===== config.mk =====
export PLATFORM = sky130hd
export DESIGN_NAME = pipe_adder_flat
export DESIGN_NICKNAME = d
export VERILOG_FILES = /design/src/rtl/pipe_adder_if.sv /design/src/rtl/pipe_adder.sv /design/src/flat_wrapper.sv
export SDC_FILE = /design/constraint.sdc
export NUM_CORES = 1
export LEC_CHECK = 0
export ABC_AREA = 1
export CORE_ASPECT_RATIO = 0.6
export CORE_UTILIZATION = 30
export DETAILED_ROUTE_END_ITERATION = 12
export PLACE_DENSITY_LB_ADDON = 0.12
export REMOVE_ABC_BUFFERS = 1
export SLEW_MARGIN = 15
export SYNTH_ARGS = -nofsm -noshare
export SYNTH_HDL_FRONTEND = slang
export SYNTH_SLANG_ARGS = --single-unit

===== constraint.sdc =====
create_clock -name clk -period 4.95 [get_ports clk]
set_input_delay 0.99 -clock clk [delete_from_list [all_inputs] [get_ports clk]]
set_output_delay 0.99 -clock clk [all_outputs]
set_load 0.005 [all_outputs]

===== src/rtl/pipe_adder_if.sv =====
// Operand/result handshake bundle for pipe_adder.
// The Sat lane exists only when PIPE_ADDER_SAT_EN is defined.
interface pipe_adder_if #(
  parameter int WIDTH = 16
);
  logic             in_valid;
  logic             in_ready;
  logic [WIDTH-1:0] A;
  logic [WIDTH-1:0] B;
  logic             Cin;
  logic             Sub;
`ifdef PIPE_ADDER_SAT_EN
  logic             Sat;
`endif
  logic             out_valid;
  logic             out_ready;
  logic [WIDTH-1:0] S;
  logic             Cout;
  logic             V;

  modport master (
    output in_valid, A, B, Cin, Sub,
`ifdef PIPE_ADDER_SAT_EN
    output Sat,
`endif
    output out_ready,
    input  in_ready, out_valid, S, Cout, V
  );

  modport slave (
    input  in_valid, A, B, Cin, Sub,
`ifdef PIPE_ADDER_SAT_EN
    input  Sat,
`endif
    input  out_ready,
    output in_ready, out_valid, S, Cout, V
  );
endinterface


===== src/rtl/pipe_adder.sv =====
// Pipelined add/subtract with the carry chain cut into STAGES slices, LSB first.
// Optional saturation on signed overflow is enabled by defining PIPE_ADDER_SAT_EN.
module pipe_adder #(
  parameter int WIDTH  = 16,
  parameter int STAGES = 4
) (
  input logic         clk,
  input logic         rst,
  pipe_adder_if.slave bus
);

  localparam int SW   = (WIDTH + STAGES - 1) / STAGES;
  localparam int LAST = STAGES - 1;

  // Partial result travelling down the pipe: summed bits so far, carry into
  // the next slice, and the carry into the MSB once that bit has been summed.
  typedef struct packed {
    logic [WIDTH-1:0] s;
    logic             c;
    logic             cm;
  } slice_t;

  // Ripple the bits belonging to slice k; other bits pass through untouched.
  function automatic slice_t slice_add(input int k, input logic [WIDTH-1:0] a,
                                       input logic [WIDTH-1:0] b, input slice_t prev);
    slice_t r;
    r = prev;
    for (int i = 0; i < WIDTH; i++) begin
      if (i >= k * SW && i < (k + 1) * SW) begin
        r.s[i] = a[i] ^ b[i] ^ r.c;
        if (i == WIDTH - 1) r.cm = r.c;
        r.c = (a[i] & b[i]) | (r.c & (a[i] ^ b[i]));
      end
    end
    return r;
  endfunction

`ifdef PIPE_ADDER_SAT_EN
  localparam logic [WIDTH-1:0] MAX_POS = {1'b0, {(WIDTH-1){1'b1}}};
  localparam logic [WIDTH-1:0] MIN_NEG = {1'b1, {(WIDTH-1){1'b0}}};
  logic   sat_q [STAGES];
  logic   sat_n [STAGES];
`endif

  logic             v_q [STAGES];
  logic [WIDTH-1:0] a_q [STAGES];
  logic [WIDTH-1:0] b_q [STAGES];
  slice_t           r_q [STAGES];
  logic             ov_q;

  logic             v_n [STAGES];
  logic [WIDTH-1:0] a_n [STAGES];
  logic [WIDTH-1:0] b_n [STAGES];
  slice_t           r_n [STAGES];
  logic             ov_n;
  logic             adv;

  // Handshake: a transfer happens on a rising edge where valid and ready are
  // both high. The whole pipe moves as one; it advances exactly when in_ready.
  assign adv          = !bus.out_valid || bus.out_ready;
  assign bus.in_ready = adv;

  always_comb begin
    // Subtraction is A + ~B + ~Cin, so the operand is inverted once at entry.
    v_n[0] = bus.in_valid;
    a_n[0] = bus.A;
    b_n[0] = bus.Sub ? ~bus.B : bus.B;
    r_n[0] = slice_add(0, a_n[0], b_n[0],
                       {{WIDTH{1'b0}}, (bus.Sub ? ~bus.Cin : bus.Cin), 1'b0});
    for (int k = 1; k < STAGES; k++) begin
      v_n[k] = v_q[k-1];
      a_n[k] = a_q[k-1];
      b_n[k] = b_q[k-1];
      r_n[k] = slice_add(k, a_q[k-1], b_q[k-1], r_q[k-1]);
    end
    ov_n = r_n[LAST].cm ^ r_n[LAST].c;
`ifdef PIPE_ADDER_SAT_EN
    sat_n[0] = bus.Sat;
    for (int k = 1; k < STAGES; k++) begin
      sat_n[k] = sat_q[k-1];
    end
    if (sat_n[LAST] && ov_n) begin
      r_n[LAST].s = r_n[LAST].s[WIDTH-1] ? MAX_POS : MIN_NEG;
    end
`endif
  end

  always_ff @(posedge clk) begin
    if (rst) begin
      for (int k = 0; k < STAGES; k++) begin
        v_q[k] <= 1'b0;
        a_q[k] <= '0;
        b_q[k] <= '0;
        r_q[k] <= '0;
`ifdef PIPE_ADDER_SAT_EN
        sat_q[k] <= 1'b0;
`endif
      end
      ov_q <= 1'b0;
    end else if (adv) begin
      for (int k = 0; k < STAGES; k++) begin
        v_q[k] <= v_n[k];
        a_q[k] <= a_n[k];
        b_q[k] <= b_n[k];
        r_q[k] <= r_n[k];
`ifdef PIPE_ADDER_SAT_EN
        sat_q[k] <= sat_n[k];
`endif
      end
      ov_q <= ov_n;
    end
  end

  assign bus.out_valid = v_q[LAST];
  assign bus.S         = r_q[LAST].s;
  assign bus.Cout      = r_q[LAST].c;
  assign bus.V         = ov_q;

endmodule


===== src/flat_wrapper.sv =====
// flat-port wrapper written by rule: the top's interface ports become plain ports
module pipe_adder_flat 
#(
  parameter int WIDTH  = 16,
  parameter int STAGES = 4
)
  (clk, rst, bus_in_valid, bus_A, bus_B, bus_Cin, bus_Sub, bus_out_ready, bus_in_ready, bus_out_valid, bus_S, bus_Cout, bus_V);
  pipe_adder_if #(.WIDTH(WIDTH)) bus_i ();
  input logic clk;
  input logic rst;
  input wire logic [$bits(bus_i.in_valid)-1:0] bus_in_valid;
  input wire logic [$bits(bus_i.A)-1:0] bus_A;
  input wire logic [$bits(bus_i.B)-1:0] bus_B;
  input wire logic [$bits(bus_i.Cin)-1:0] bus_Cin;
  input wire logic [$bits(bus_i.Sub)-1:0] bus_Sub;
  input wire logic [$bits(bus_i.out_ready)-1:0] bus_out_ready;
  output wire logic [$bits(bus_i.in_ready)-1:0] bus_in_ready;
  output wire logic [$bits(bus_i.out_valid)-1:0] bus_out_valid;
  output wire logic [$bits(bus_i.S)-1:0] bus_S;
  output wire logic [$bits(bus_i.Cout)-1:0] bus_Cout;
  output wire logic [$bits(bus_i.V)-1:0] bus_V;
  assign bus_i.in_valid = bus_in_valid;
  assign bus_i.A = bus_A;
  assign bus_i.B = bus_B;
  assign bus_i.Cin = bus_Cin;
  assign bus_i.Sub = bus_Sub;
  assign bus_i.out_ready = bus_out_ready;
  assign bus_in_ready = bus_i.in_ready;
  assign bus_out_valid = bus_i.out_valid;
  assign bus_S = bus_i.S;
  assign bus_Cout = bus_i.Cout;
  assign bus_V = bus_i.V;
  pipe_adder #(.WIDTH(WIDTH), .STAGES(STAGES)) u_core (.clk(clk), .rst(rst), .bus(bus_i));
endmodule

==> results.md <==
- Final setup skew: roughly 0.0066 ns
- Netlist cell types: 16
- GR met3 Demand/Resource: 3.30%
- Full die area: between 0.015 and 0.02 sq mm
- Slowest cell on crit path: clkdlybuf4s50_1
- Setup TNS: 0 ns
- Routability cong.: approximately 0.69
- Cell Chain, Critical Path: clkdlybuf4s50_1 -> xor2_1 -> fa_1 -> inv_1 -> fa_1 -> fa_1 -> inv_1 -> fa_1 -> inv_1 -> nor2_1
- Simple-gate share of the synthesized area: 11.3%
- Post-route minimum period: roughly 3.4 ns
- Mapped Area: around 0.0045 sq mm
- Wire per inst: 10.3 um
- Max-slew headroom: around two fifths
- Global route overflow: 0
- Cts bufs inserted: 9
- Largest net degree at the start of global routing: 67
- Reg clk slew, reported paths: around 0.06 ns
- Post-synthesis sequential area ratio: between 60% and 70%
- Syn. warnings: 0
- Clock root cell: clkbuf_16
- Nets@finish: between 400 and 500
- Starting Density: 30.9%
- First-pass GRT wire length: roughly 11 mm
- Share of cells above drive strength 1: 15.6%
- Worst vdd ir: 0.165 mV
- Slew @ Worst Pin: roughly 0.88 ns
- Initial antenna violation count: 0
- RSZ-0062 raised after global routing: no
- Setup CP Type: in -> reg
- Min-delay worst type: reg -> reg
- Crit end category: flip-flop
- Fmax: 296 MHz
- Main combinational cell family by area after synthesis: buffers and inverters
- # setup viols final: 0
- Clk sink count: a little under 100
- Port-buffer cells: 57
- Num ports: 58
- H-tree levels: 3
- Worst-Skew Late Latency: about 0.34 ns
- CP max stage delay: between 0.6 and 0.7 ns
- Hold Vio Cnt, Final: 0
- Final period util: 68.2%
- CTS tree: built
- Die Ht: 97.0 um
- Critical Path AT: ~3.4 ns
- Commonest non-fill, non-tap cell in the layout: inv_1
- Synth Area in Adders: 7.10%
- Die width: around 160 um
- Outcome: finished clean
- Synth Area in Compound Gates: 0.111%
- Core Rows: 34
- Pleak: roughly 0.0022 uW
- Most frequent CP cell: fa_1
- Mux cell area share after synthesis: 0%
- Final Max Tran Viols: 0
- DRT Pass-1 Iters: 4
- Critical Path RT: about 5.0 ns
- Hpwl dp: about 3.9 mm
- Utilization after layout: between 30% and 40%
- Synth top area share: 63.9%
- Vias/cell: about 3.7
- Synth area leader: edfxtp_1
- Busiest layer in global routing: met2
- Core Box Area: around 0.015 sq mm
- Post-CTS setup buffers: 0
- GR met2 Demand/Resource: between 10% and 20%
- Cell count after synthesis: 366
- Wirelength, routed: between 6 and 7 mm
- Hold Slack: roughly 0.48 ns
- MaxCap Viol Count: 0
- # DRC: 0
- Antenna-violating nets left: 0
- Clk buf depth: 2
- Most frequent cells in the layout: inv_1, edfxtp_1, clkdlybuf4s50_1
- GRT Total Usage: between 9 and 10%
- ANT cells: 0
- Area share of xor/xnor cells in the synthesized design: between 3 and 4%
- CTS Hold Bufs: 0
- Vias in the first global route: ~2300
- #FFs+latches synth: 97
- CP Launch Type: input pin
- PD cells: between 300 and 400 mW/mm^2
- Area Growth Syn to Fin: 20.9%
- Met1 Usage GRT: 11.3%
- DR vias: 2243
- Cts repair resizes: 0
- DRT iter0 DRCs: between 100 and 150
- Largest cells by area after synthesis: edfxtp_1, inv_1, fa_1
- Synthesized area per cell: approximately 12 sq um
- Crit-path max FO: 6
==> final cells by class <==
| cell class | instances | area, sq um |
|---|---|---|
| Clock buffer | 10 | 229 |
| Clock inverter | 6 | 92.6 |
| Fill cell | 1452 | 9140 |
| Inverter | 102 | 383 |
| Multi-Input combinational cell | 139 | 992 |
| Sequential cell | 97 | 2900 |
| Tap cell | 198 | 248 |
| Timing Repair Buffer | 62 | 608 |
==> cell families after synthesis <==
family,after synthesis
buffers and inverters,130
xor gates and xnor gates,17
and+or+nand+nor,105
adders and majority gates,16
DFF,97
AOI/OAI and AO/OA,1
==> Yosys cell counts (all sizes together) <==
master  instances
a21oi           1
nor2           96
nand3           1
nand2           8
edfxtp         96
xor2            3
inv           102
dfxtp           1
fa             16
buf            28
xnor2          14
==> registers in the layout, summed over array words and instances (netlist names) <==
| signal | cells |
|---|---|
| u_core.b_q | 24 |
| u_core.v_q | 4 |
| u_core.r_q | 44 |
| u_core.a_q | 24 |
| u_core.bus.V | 1 |
==> report_power, final <==
group | switching, uW | total [uW] | internal (uW)
combinational | 89.7 | 181 | 91.7
clock | 300 | 745 | 445
sequential | 17.9 | 991 | 973
==> worst paths after layout <==
check                                      start                end  slack (ns)  depth (start not counted)
worst max-delay path                     bus_Sub   u_core.r_q[0][5]        1.58                         10
worst min register to register      u_core.bus.V       u_core.bus.V        0.48                          2
worst max register to register  u_core.r_q[0][1]  u_core.r_q[0][27]        2.69                          8
worst min-delay path                u_core.bus.V       u_core.bus.V        0.48                          2
==> critical path, delay by kind of cell <==
kind / cells / cell delay [ns]
xor+xnor: 1 / 0.23
simple gates: 1 / 0.04
buf+inv: 4 / 0.82
fa+ha+maj: 4 / 1.36
==> per-stage QoR <==
step / setup WS (ns) / instance area, sq um / power, uW / instances
finish: 1.58 / 5460 / 1920 / 614
global route: 1.44 / 5460 / 2000 / 614
global placement: 1.24 / 5130 / 1190 / 598
detailed placement: 1.20 / 5130 / 1200 / 598
floorplan: 1.30 / 4270 / 1110 / 338
CTS: 1.57 / 5460 / 1950 / 614
==> routing by layer <==
layer  wire length, um  part of all wire [%]
met2              2920                    46
met5                 0                     0
met4                82                   1.3
met1              3080                    49
met3               251                   4.0
(Power assumes the default switching activity.)
